[config.mk]
export PLATFORM = sky130hd
export DESIGN_NAME = inst_fetch_queue
export DESIGN_NICKNAME = d
export VERILOG_FILES = /design/src/rtl/inst_fetch_queue_pkg.sv /design/src/rtl/inst_fetch_queue_fetch_fifo.sv /design/src/rtl/inst_fetch_queue.sv
export SDC_FILE = /design/constraint.sdc
export NUM_CORES = 1
export LEC_CHECK = 0
export CORE_UTILIZATION = 55
export DETAILED_ROUTE_END_ITERATION = 7
export PLACE_DENSITY = 0.82
export SLEW_MARGIN = 20
export SYNTH_ARGS = -nofsm -noshare
export SYNTH_HDL_FRONTEND = slang
export SYNTH_HIERARCHICAL = 1
export SYNTH_SLANG_ARGS = --single-unit
export TNS_END_PERCENT = 10
[constraint.sdc]
create_clock -name clk -period 8.9 [get_ports clk]
set_clock_uncertainty 0.15 [all_clocks]
set_input_delay 2.67 -clock clk [delete_from_list [all_inputs] [get_ports clk]]
set_output_delay 2.67 -clock clk [all_outputs]
set_load 0.03 [all_outputs]
[src/rtl/inst_fetch_queue_pkg.sv]
// Shared widths and defaults for the decoupled instruction-fetch queue.
package inst_fetch_queue_pkg;
    localparam int FQ_INST_W       = 32;
    localparam int FQ_ST_W         = 2;
    localparam int FQ_DEF_ADDR_BIT = 10;
    localparam int FQ_DEF_DEPTH    = 4;
    localparam int FQ_DEF_RESET_PC = 0;

    // Entry layout, MSB first: {inst, pc_4, pred_pc, pred_st}
    function automatic int fq_entry_w(input int addr_bit);
        return FQ_INST_W + 2 * addr_bit + FQ_ST_W;
    endfunction
endpackage

[src/rtl/inst_fetch_queue_fetch_fifo.sv]
// fetch_fifo: synchronous DEPTH x W FIFO with flush and occupancy count.
module inst_fetch_queue_fetch_fifo #(
    parameter int W     = 8,
    parameter int DEPTH = 4
) (
    input  logic                       clk,
    input  logic                       rst,
    input  logic                       flush,
    input  logic                       push,
    input  logic [W-1:0]               push_data,
    input  logic                       pop,
    output logic [W-1:0]               head,
    output logic [$clog2(DEPTH):0]     count
);
    localparam int AW = $clog2(DEPTH);
    localparam int CW = AW + 1;

    logic [DEPTH-1:0][W-1:0] mem;
    logic [AW-1:0]           wr_ptr, rd_ptr;

    assign head = mem[rd_ptr];

    // Power-of-two depth lets the pointers wrap on their own.
    always_ff @(posedge clk) begin
        if (rst) begin
            mem    <= '0;
            wr_ptr <= '0;
            rd_ptr <= '0;
            count  <= '0;
        end else if (flush) begin
            wr_ptr <= '0;
            rd_ptr <= '0;
            count  <= '0;
        end else begin
            if (push) begin
                mem[wr_ptr] <= push_data;
                wr_ptr      <= wr_ptr + 1'b1;
            end
            if (pop)
                rd_ptr <= rd_ptr + 1'b1;
            count <= count + CW'(push) - CW'(pop);
        end
    end

    no_underflow: assert property (@(posedge clk) disable iff (rst)
        !(pop && !flush && count == '0));
    no_overflow: assert property (@(posedge clk) disable iff (rst)
        !(push && !flush && count == CW'(DEPTH)));
endmodule

[src/rtl/inst_fetch_queue.sv]
// Decoupled fetch stage: PC, one-deep read credit, skid and end-of-memory stop feeding a FIFO.
// INST_FETCH_BYPASS_EN: an empty FIFO forwards a returning word straight to out_*.
module inst_fetch_queue
    import inst_fetch_queue_pkg::*;
#(
    parameter int IM_ADDR_BIT = FQ_DEF_ADDR_BIT,
    parameter int DEPTH       = FQ_DEF_DEPTH,
    parameter int RESET_PC    = FQ_DEF_RESET_PC
) (
    input  logic                     clk,
    input  logic                     rst,
    input  logic                     en,
    input  logic                     redirect_en,
    input  logic [IM_ADDR_BIT-1:0]   redirect_pc,
    input  logic [IM_ADDR_BIT-1:0]   pred_pc,
    input  logic [FQ_ST_W-1:0]       pred_state,
    output logic [IM_ADDR_BIT-1:0]   im_addr,
    output logic                     im_rd_en,
    input  logic [FQ_INST_W-1:0]     im_inst,
    output logic                     out_valid,
    input  logic                     out_ready,
    output logic [FQ_INST_W-1:0]     out_inst,
    output logic [IM_ADDR_BIT-1:0]   out_pc_4,
    output logic [IM_ADDR_BIT-1:0]   out_pred_pc,
    output logic [FQ_ST_W-1:0]       out_pred_st,
    output logic [$clog2(DEPTH):0]   occupancy
);
    localparam int CW = $clog2(DEPTH) + 1;
    localparam int EW = fq_entry_w(IM_ADDR_BIT);

    typedef logic [IM_ADDR_BIT-1:0] pc_t;
    typedef struct packed {
        logic [FQ_INST_W-1:0] inst;
        pc_t                  pc_4;
        pc_t                  pred_pc;
        logic [FQ_ST_W-1:0]   st;
    } entry_t;

    pc_t                fetch_pc, meta_pc4, meta_pred;
    logic [FQ_ST_W-1:0] meta_st;
    logic               ret_valid, skid_valid, end_flag;
    entry_t             skid_q, ret_entry, src_entry, head, out_e;
    logic               src_valid, act, byp, push, pop, issue, last_pc;
    logic [CW-1:0]      count;
    logic [CW:0]        used;

    assign last_pc  = &fetch_pc;
    assign used     = {1'b0, count} + (CW+1)'(ret_valid | skid_valid);
    assign issue    = en && !rst && !redirect_en && !end_flag && (used < (CW+1)'(DEPTH));
    assign im_rd_en = issue;
    assign im_addr  = fetch_pc;

    always_comb begin
        ret_entry = '{inst: im_inst, pc_4: meta_pc4, pred_pc: meta_pred, st: meta_st};
        src_valid = ret_valid | skid_valid;
        src_entry = skid_valid ? skid_q : ret_entry;
        act       = en && !redirect_en;
`ifdef INST_FETCH_BYPASS_EN
        byp       = act && src_valid && out_ready && (count == '0);
`else
        byp       = 1'b0;
`endif
        push      = act && src_valid && !byp;
        pop       = act && (count != '0) && out_ready;
        out_valid = (count != '0) || byp;
        out_e     = byp ? src_entry : head;
    end

    assign out_inst    = out_e.inst;
    assign out_pc_4    = out_e.pc_4;
    assign out_pred_pc = out_e.pred_pc;
    assign out_pred_st = out_e.st;
    assign occupancy   = count;

    always_ff @(posedge clk) begin
        if (rst) begin
            fetch_pc   <= pc_t'(RESET_PC);
            meta_pc4   <= '0;
            meta_pred  <= '0;
            meta_st    <= '0;
            ret_valid  <= 1'b0;
            skid_valid <= 1'b0;
            skid_q     <= '0;
            end_flag   <= 1'b0;
        end else if (redirect_en) begin
            fetch_pc   <= redirect_pc;
            ret_valid  <= 1'b0;
            skid_valid <= 1'b0;
            end_flag   <= 1'b0;
        end else if (en) begin
            skid_valid <= 1'b0;
            // The top word's PC+1 wraps to the reserved 0 marker, so its data is dropped.
            ret_valid  <= issue && !last_pc;
            if (issue) begin
                meta_pc4  <= fetch_pc + 1'b1;
                meta_pred <= pred_pc;
                meta_st   <= pred_state;
                fetch_pc  <= pred_pc;
                if (last_pc)
                    end_flag <= 1'b1;
            end
        end else if (ret_valid) begin
            skid_q     <= ret_entry;
            skid_valid <= 1'b1;
            ret_valid  <= 1'b0;
        end
    end

    inst_fetch_queue_fetch_fifo #(.W(EW), .DEPTH(DEPTH)) u_fifo (
        .clk       (clk),
        .rst       (rst),
        .flush     (redirect_en),
        .push      (push),
        .push_data (src_entry),
        .pop       (pop),
        .head      (head),
        .count     (count)
    );
endmodule

==> flow_summary.yaml, run 1 <==
floorplan:
  initial_utilization: 0.5639
  rows: 58
  core_area_sq_um: 25250
  die_h_um: 162.9
  num_io_pins: 128
  dieWidth_um: 162.9
  die-area_sq_um: 26540
final_layout:
  final_net_count: 1486
  finalNonFillerCells: 1773
  syn2layout_area_growth_pct: 16.79
  final_area_sq_um: 16630
  fillers: 1951
  drive_above_1_share: 0.1387
setup_path:
  crit_family: "buffers and inverters"
  crit_path_frequent_cell: "clkdlybuf4s50_1"
  regToRegSetupSlack_ns: 5.57
  cp_max_fo: 16
  max_stage_delay_ns: 0.67
  cp-end-kind: "output port"
  r2r-end: "u_fifo/mem[190]"
  crit-reg2reg-launch: "skid_valid"
  startpoint_type: "input pin"
  crit_chain: "clkdlybuf4s50_1 > nor3b_2 > nand3_2 > inv_2 > clkdlybuf4s50_1"
  cp.depth: 5
  critPathBufInv: 3
  worst-endpoint-required_ns: 6.08
  crit_type: "input pin to output port"
  arrival_ns: 4.62
  crit_path_top_delay_cell: "clkdlybuf4s50_1"
  reg2regPathDepth: 7
clock_tree:
  clockRootBuffer: "clkbuf_16"
  clk_pin_slew_ns: 0.06
  htree_levels: 2
  cts_sinks: 312
  clock_latency_ns: 0.50
  numCtsBuffers: 34
  cts_resized: 0
  post-cts-setup-buffers: 0
  cts_tree: "yes"
  cts_hold_buf: 0
  clockBufferDepth: 3
timing:
  tightest_slew_ns: 1.075
  fin_tns_setup_ns: 0
  maxSlewHeadroom: 0.2836
  setup_viol: 0
  slew_viol_final: 0
  rsz0062_at_grt: "no"
  fin_crit_ns: 7.442
  max_freq_mhz: 134.4
  hold_viol_final: 0
  post-route-period-util: 0.8362
place:
  dp_hpwl_um: 18500
  dpl_cell_area_sq_um: 15510
  portBuffers: 127
  gp_congestion: 0.7841
  dp_cells: 1713
synth:
  synthCells: 1347
  seq_area_frac_synth: 0.4386
  synth_area_leader_cell: "dfxtp_1"
  synth_xor_area_frac: 0.007732
  yosys.area_share.simple: 0.1804
  synth_top_family_by_area: "multiplexers"
  synth_top_area_share: 0.4386
  synth_nets: 1414
  ys_ff_latch: 312
  synth_warnings: 6
  synth_area_leaders: "dfxtp_1 (44%), mux2i_1 (15%), nand2b_1 (12%), mux4_2 (8.5%), mux2_2 (4.3%)"
  synth_compound_area_frac: 0.04147
  syn_avg_cell_area_sq_um: 10.57
  syn_area_sq_um: 14240
  synthMuxAreaShare: 0.2806
  synthDistinctLibCells: 39
  synth_fa_ha_area_frac: 0.007556
run:
  maxCapViolCount: 0
global_routing:
  grt_pass1_vias: 9876
  grt_max_degree: 284
  gr-total-overflow: 0
  antenna_found_initial: 1
  grt_pass1_wl_um: 50450
  grt_use_total: 0.2363
run_status:
  status: "finished, final reports clean"
min_path:
  min_to: "skid_q[5]"
  hp-class: "flop to flop"
  hold_start: "skid_q[5]"
  whs_path_depth: 2
routing:
  via_per_inst: 5.503
  drt_iter0_drc: 642
  num_vias: 9756
  drt-pass1-iter-count: 4
  routed_wl_um: 30820
  wire_per_inst_um: 17.38
  ant_nets: 0
  drc: 0
pwr:
  peakVddDrop_mv: 0.1428
  power.leakage_nw: 6.643
  power_density_nw_per_um2: 177.8
## routing by layer
metal	share of wire	wire length, um	global-route usage
met4	0.012	371	0.05395
met1	0.47	14510	0.3247
met2	0.48	14850	0.3938
met5	0	0	0
met3	0.035	1090	0.03259
## worst min-delay path: stages, from the launching register on
cell and delay [ns]:
dfxtp_1 0.30, nand2_1 0.05, a21oi_1 0.05
## placed cells by master (no fill, tap or decap), drive strengths merged
master,instances
and3,1
a21bo,1
xnor3,1
inv,18
ha,7
a2111oi,10
clkinv,5
mux2i,217
clkdlybuf4s50,126
xor2,3
nand2b,271
a41oi,2
and4b,1
clkinvlp,5
nand3,5
or2,2
nand4,1
nor3,22
a21oi,69
mux2,54
or3,1
xnor2,7
o211ai,1
diode,1
dfxtp,312
nor3b,2
and3b,2
nand2,139
clkbuf,49
a211oi,8
fa,1
mux4,54
and2,2
buf,16
nor2,22
nand3b,5
## state kept, by name, summed over array words and instances, names as in the netlist, 2 cells and up
register       count
u_fifo/rd_ptr      2
im_addr           10
u_fifo/mem       216
u_fifo/wr_ptr      2
meta_pred         10
meta_pc4          10
meta_st            2
u_fifo/count       3
skid_q            54
## metrics by stage
stage | setup slack [ns] | total power [W] | util | hold WS, ns
6_report | 1.458 | 0.002957 | 0.6586 | 0.3017
5_1_grt | 1.352 | 0.003059 | 0.6586 | 0.3187
4_1_cts | 1.459 | 0.002979 | 0.6585 | 0.3046
3_5_place_dp | 1.472 | 0.001611 | 0.6142 | 0.2952
3_3_place_gp | 1.489 | 0.001609 | 0.6142 | 0.2876
2_1_floorplan | 2.657 | 0.001552 | - | 0.2829
## cell type report
class	instances	area, sq um	share of cell area
Clock buffer	49	1052	0.06327
Timing Repair Buffer	142	1398	0.08403
Clock inverter	10	66.31	0.003987
Tap cell	330	412.9	0.02483
Inverter	18	67.56	0.004062
Sequential cell	312	6255	0.3761
Antenna cell	1	2.502	0.0001505
Multi-Input combinational cell	911	7378	0.4436
## report_power, final
| group | internal, W | leakage [nW] | switching (W) |
|---|---|---|---|
| Sequential | 0.00141 | 2.52 | 0.0000125 |
| Clock | 0.000824 | 0.538 | 0.000551 |
| Combinational | 0.0000808 | 3.58 | 0.0000809 |
| Total | 0.00231 | 6.64 | 0.000644 |
## how the worst max path moves through the flow
stage	endpoint	startpoint	slack, ns
2_1_floorplan	im_rd_en	rst	2.66
3_3_place_gp	im_rd_en	en	1.49
3_5_place_dp	im_rd_en	en	1.47
4_1_cts	im_rd_en	en	1.46
5_1_grt	im_rd_en	en	1.35
6_report	im_rd_en	en	1.46
## cell families (layout without fill, tap and decap cells)
family | count (synthesis) | count (layout)
AND/OR/NAND/NOR | 476 | 476
multiplexers | 325 | 325
flip-flops | 312 | 312
buffers and inverters | 124 | 219
AO/OA/AOI/OAI | 91 | 91
XOR/XNOR | 11 | 11
adder cells (fa/ha/maj) | 8 | 8
other | 0 | 1
## cell usage after synthesis, drive strengths merged
cell type / n
xor2: 3
ha: 7
xnor2: 7
o211ai: 1
or3: 1
and3: 1
nand3b: 5
a211oi: 8
dfxtp: 312
mux2: 54
nand4: 1
inv: 18
a21oi: 69
a41oi: 2
a2111oi: 10
fa: 1
nor3: 22
nand3: 5
a21bo: 1
and2: 2
xnor3: 1
mux4: 54
clkbuf: 45
nor3b: 2
nor2: 22
nand2: 139
or2: 2
buf: 61
nand2b: 271
mux2i: 217
and3b: 2
and4b: 1
(Power assumes the default switching activity.)
==> inputs of run 2 (changes only) <==
==> constraint.sdc (replaced) <==
create_clock -name clk -period 7.1 [get_ports clk]
set_clock_uncertainty 0.15 [all_clocks]
set_input_delay 2.13 -clock clk [delete_from_list [all_inputs] [get_ports clk]]
set_output_delay 2.13 -clock clk [all_outputs]
set_load 0.03 [all_outputs]
==> run 2 against run 1 <==
Utilization grew 0.12 points. Wire length is 0.44% lower. Register-to-register slack worse by 2.3 ns. Worst setup slack got worse by 0.24 ns. First-iteration DRC count decreased by 2.6%. Final area grew 0.18%. Flip-flop and latch count did not move. Combinational power rose by 25%. Total power is 28% higher. Via count shrank 0.59%. Count of clock-buffer cells in the layout shrank 1.
==> flow_summary.yaml, run 2 (synthesized netlist as in run 1, its figures left out) <==
run_status:
  status: "finished, final reports clean"
place:
  dp_hpwl_um: 18330
  dp_cells: 1711
  gp_congestion: 0.7913
  portBuffers: 127
  preCtsSetupSlack_ns: 1.208
final_layout:
  syn2layout_area_growth_pct: 17.00
  reg.largest.list: "u_fifo/mem (216), skid_q (54)"
  drive_above_1_share: 0.1389
  largest_reg_flops: 216
  mostFrequentLayoutCell: "dfxtp_1"
  final_net_count: 1484
  final_cell_mix: "dfxtp_1 (309), nand2b_1 (271), mux2i_1 (217), nand2_1 (138), clkdlybuf4s50_1 (125)"
  seq_area_sq_um: 6255
  finalNonFillerCells: 1771
  largest-register: "u_fifo/mem"
  fillers: 1940
  multi_input_area_sq_um: 7378
global_routing:
  grt_use_total: 0.2335
  grt_pass1_vias: 9800
  antenna_found_initial: 1
  grt_pass1_wl_um: 49820
  grt_max_degree: 286
  gr-total-overflow: 0
timing:
  fin_tns_setup_ns: 0
  post-route-period-util: 0.8280
  slew_viol_final: 0
  fin_crit_ns: 5.879
  tightest_slew_ns: 1.109
  setup_viol: 0
  fin_ws_ns: 1.221
  rsz0062_at_grt: "no"
  max_freq_mhz: 170.1
  hold_viol_final: 0
  maxSlewHeadroom: 0.2607
  hold_ws_ns: 0.3027
floorplan:
  rows: 58
  die-area_sq_um: 26540
  dieWidth_um: 162.9
  initial_utilization: 0.5639
  core_area_sq_um: 25250
  die_h_um: 162.9
  num_io_pins: 128
run:
  maxCapViolCount: 0
routing:
  via_per_inst: 5.476
  wire_per_inst_um: 17.32
  ant_nets: 0
  routed_wl_um: 30680
  num_vias: 9698
  drt_iter0_drc: 625
  drt-pass1-iter-count: 5
  drc: 0
clock_tree:
  clockBufferDepth: 3
  cts_hold_buf: 0
  clock_latency_ns: 0.50
  post-cts-setup-buffers: 0
  clockRootBuffer: "clkbuf_16"
  cts_sinks: 312
  cts_resized: 0
  cts_tree: "yes"
  htree_levels: 2
  clk_pin_slew_ns: 0.06
  numCtsBuffers: 34
setup_path:
  startpoint_type: "input pin"
  cp_max_fo: 16
  crit_type: "input pin to output port"
  worst-endpoint-required_ns: 4.82
  arrival_ns: 3.60
  cp-end-kind: "output port"
pwr:
  peakVddDrop_mv: 0.1528
  power.leakage_nw: 6.671
  power_density_nw_per_um2: 226.6
min_path:
  hp-class: "flop to flop"
[run 2: final cells by class]
type / count / area share
Antenna cell: 1 / 0.0001502
Clock buffer: 48 / 0.06090
Clock inverter: 11 / 0.008335
Inverter: 18 / 0.004055
Multi-Input combinational cell: 911 / 0.4428
Sequential cell: 312 / 0.3754
Tap cell: 330 / 0.02478
Timing Repair Buffer: 140 / 0.08358
[run 2: metal layers]
layer  vias up  global-route usage  wire length, um  part of all wire
met1      4745              0.3220            14600              0.48
met3        42             0.03769             1255             0.041
met2       182              0.3814            14320              0.47
li1       4729                   -                -                 -
met4         0             0.05735              507             0.017
met5         -                   0                0                 0
[run 2: power breakdown]
| part | total (W) | switching (W) | internal, W |
|---|---|---|---|
| registers | 0.00178 | 0.0000157 | 0.00176 |
| logic | 0.000203 | 0.000102 | 0.000101 |
| clock network | 0.00179 | 0.000689 | 0.00110 |
| total | 0.00378 | 0.000806 | 0.00297 |
[run 2: final timing paths]
kind,start,cells past startpoint,end,slack [ns]
setup / recovery,en,5,im_rd_en,1.22
hold / removal,skid_q[16],2,skid_q[16],0.30
setup reg to reg,skid_valid,6,u_fifo/mem[177],3.32
hold reg to reg,skid_q[16],2,skid_q[16],0.30
[run 2: through the flow]
step / utilization / power, W / cell area [sq um]
floorplan: - / 0.001945 / 14240
global placement: 0.6140 / 0.002017 / 15510
detailed placement: 0.6140 / 0.002019 / 15510
CTS: 0.6597 / 0.003806 / 16660
global route: 0.6597 / 0.003894 / 16660
finish: 0.6598 / 0.003776 / 16660
[run 2: worst max-delay path: stages]
cell and delay [ns]:
clkdlybuf4s50_1 0.54, nor3b_2 0.27, nand3_2 0.35, inv_2 0.15
buf_4 0.17
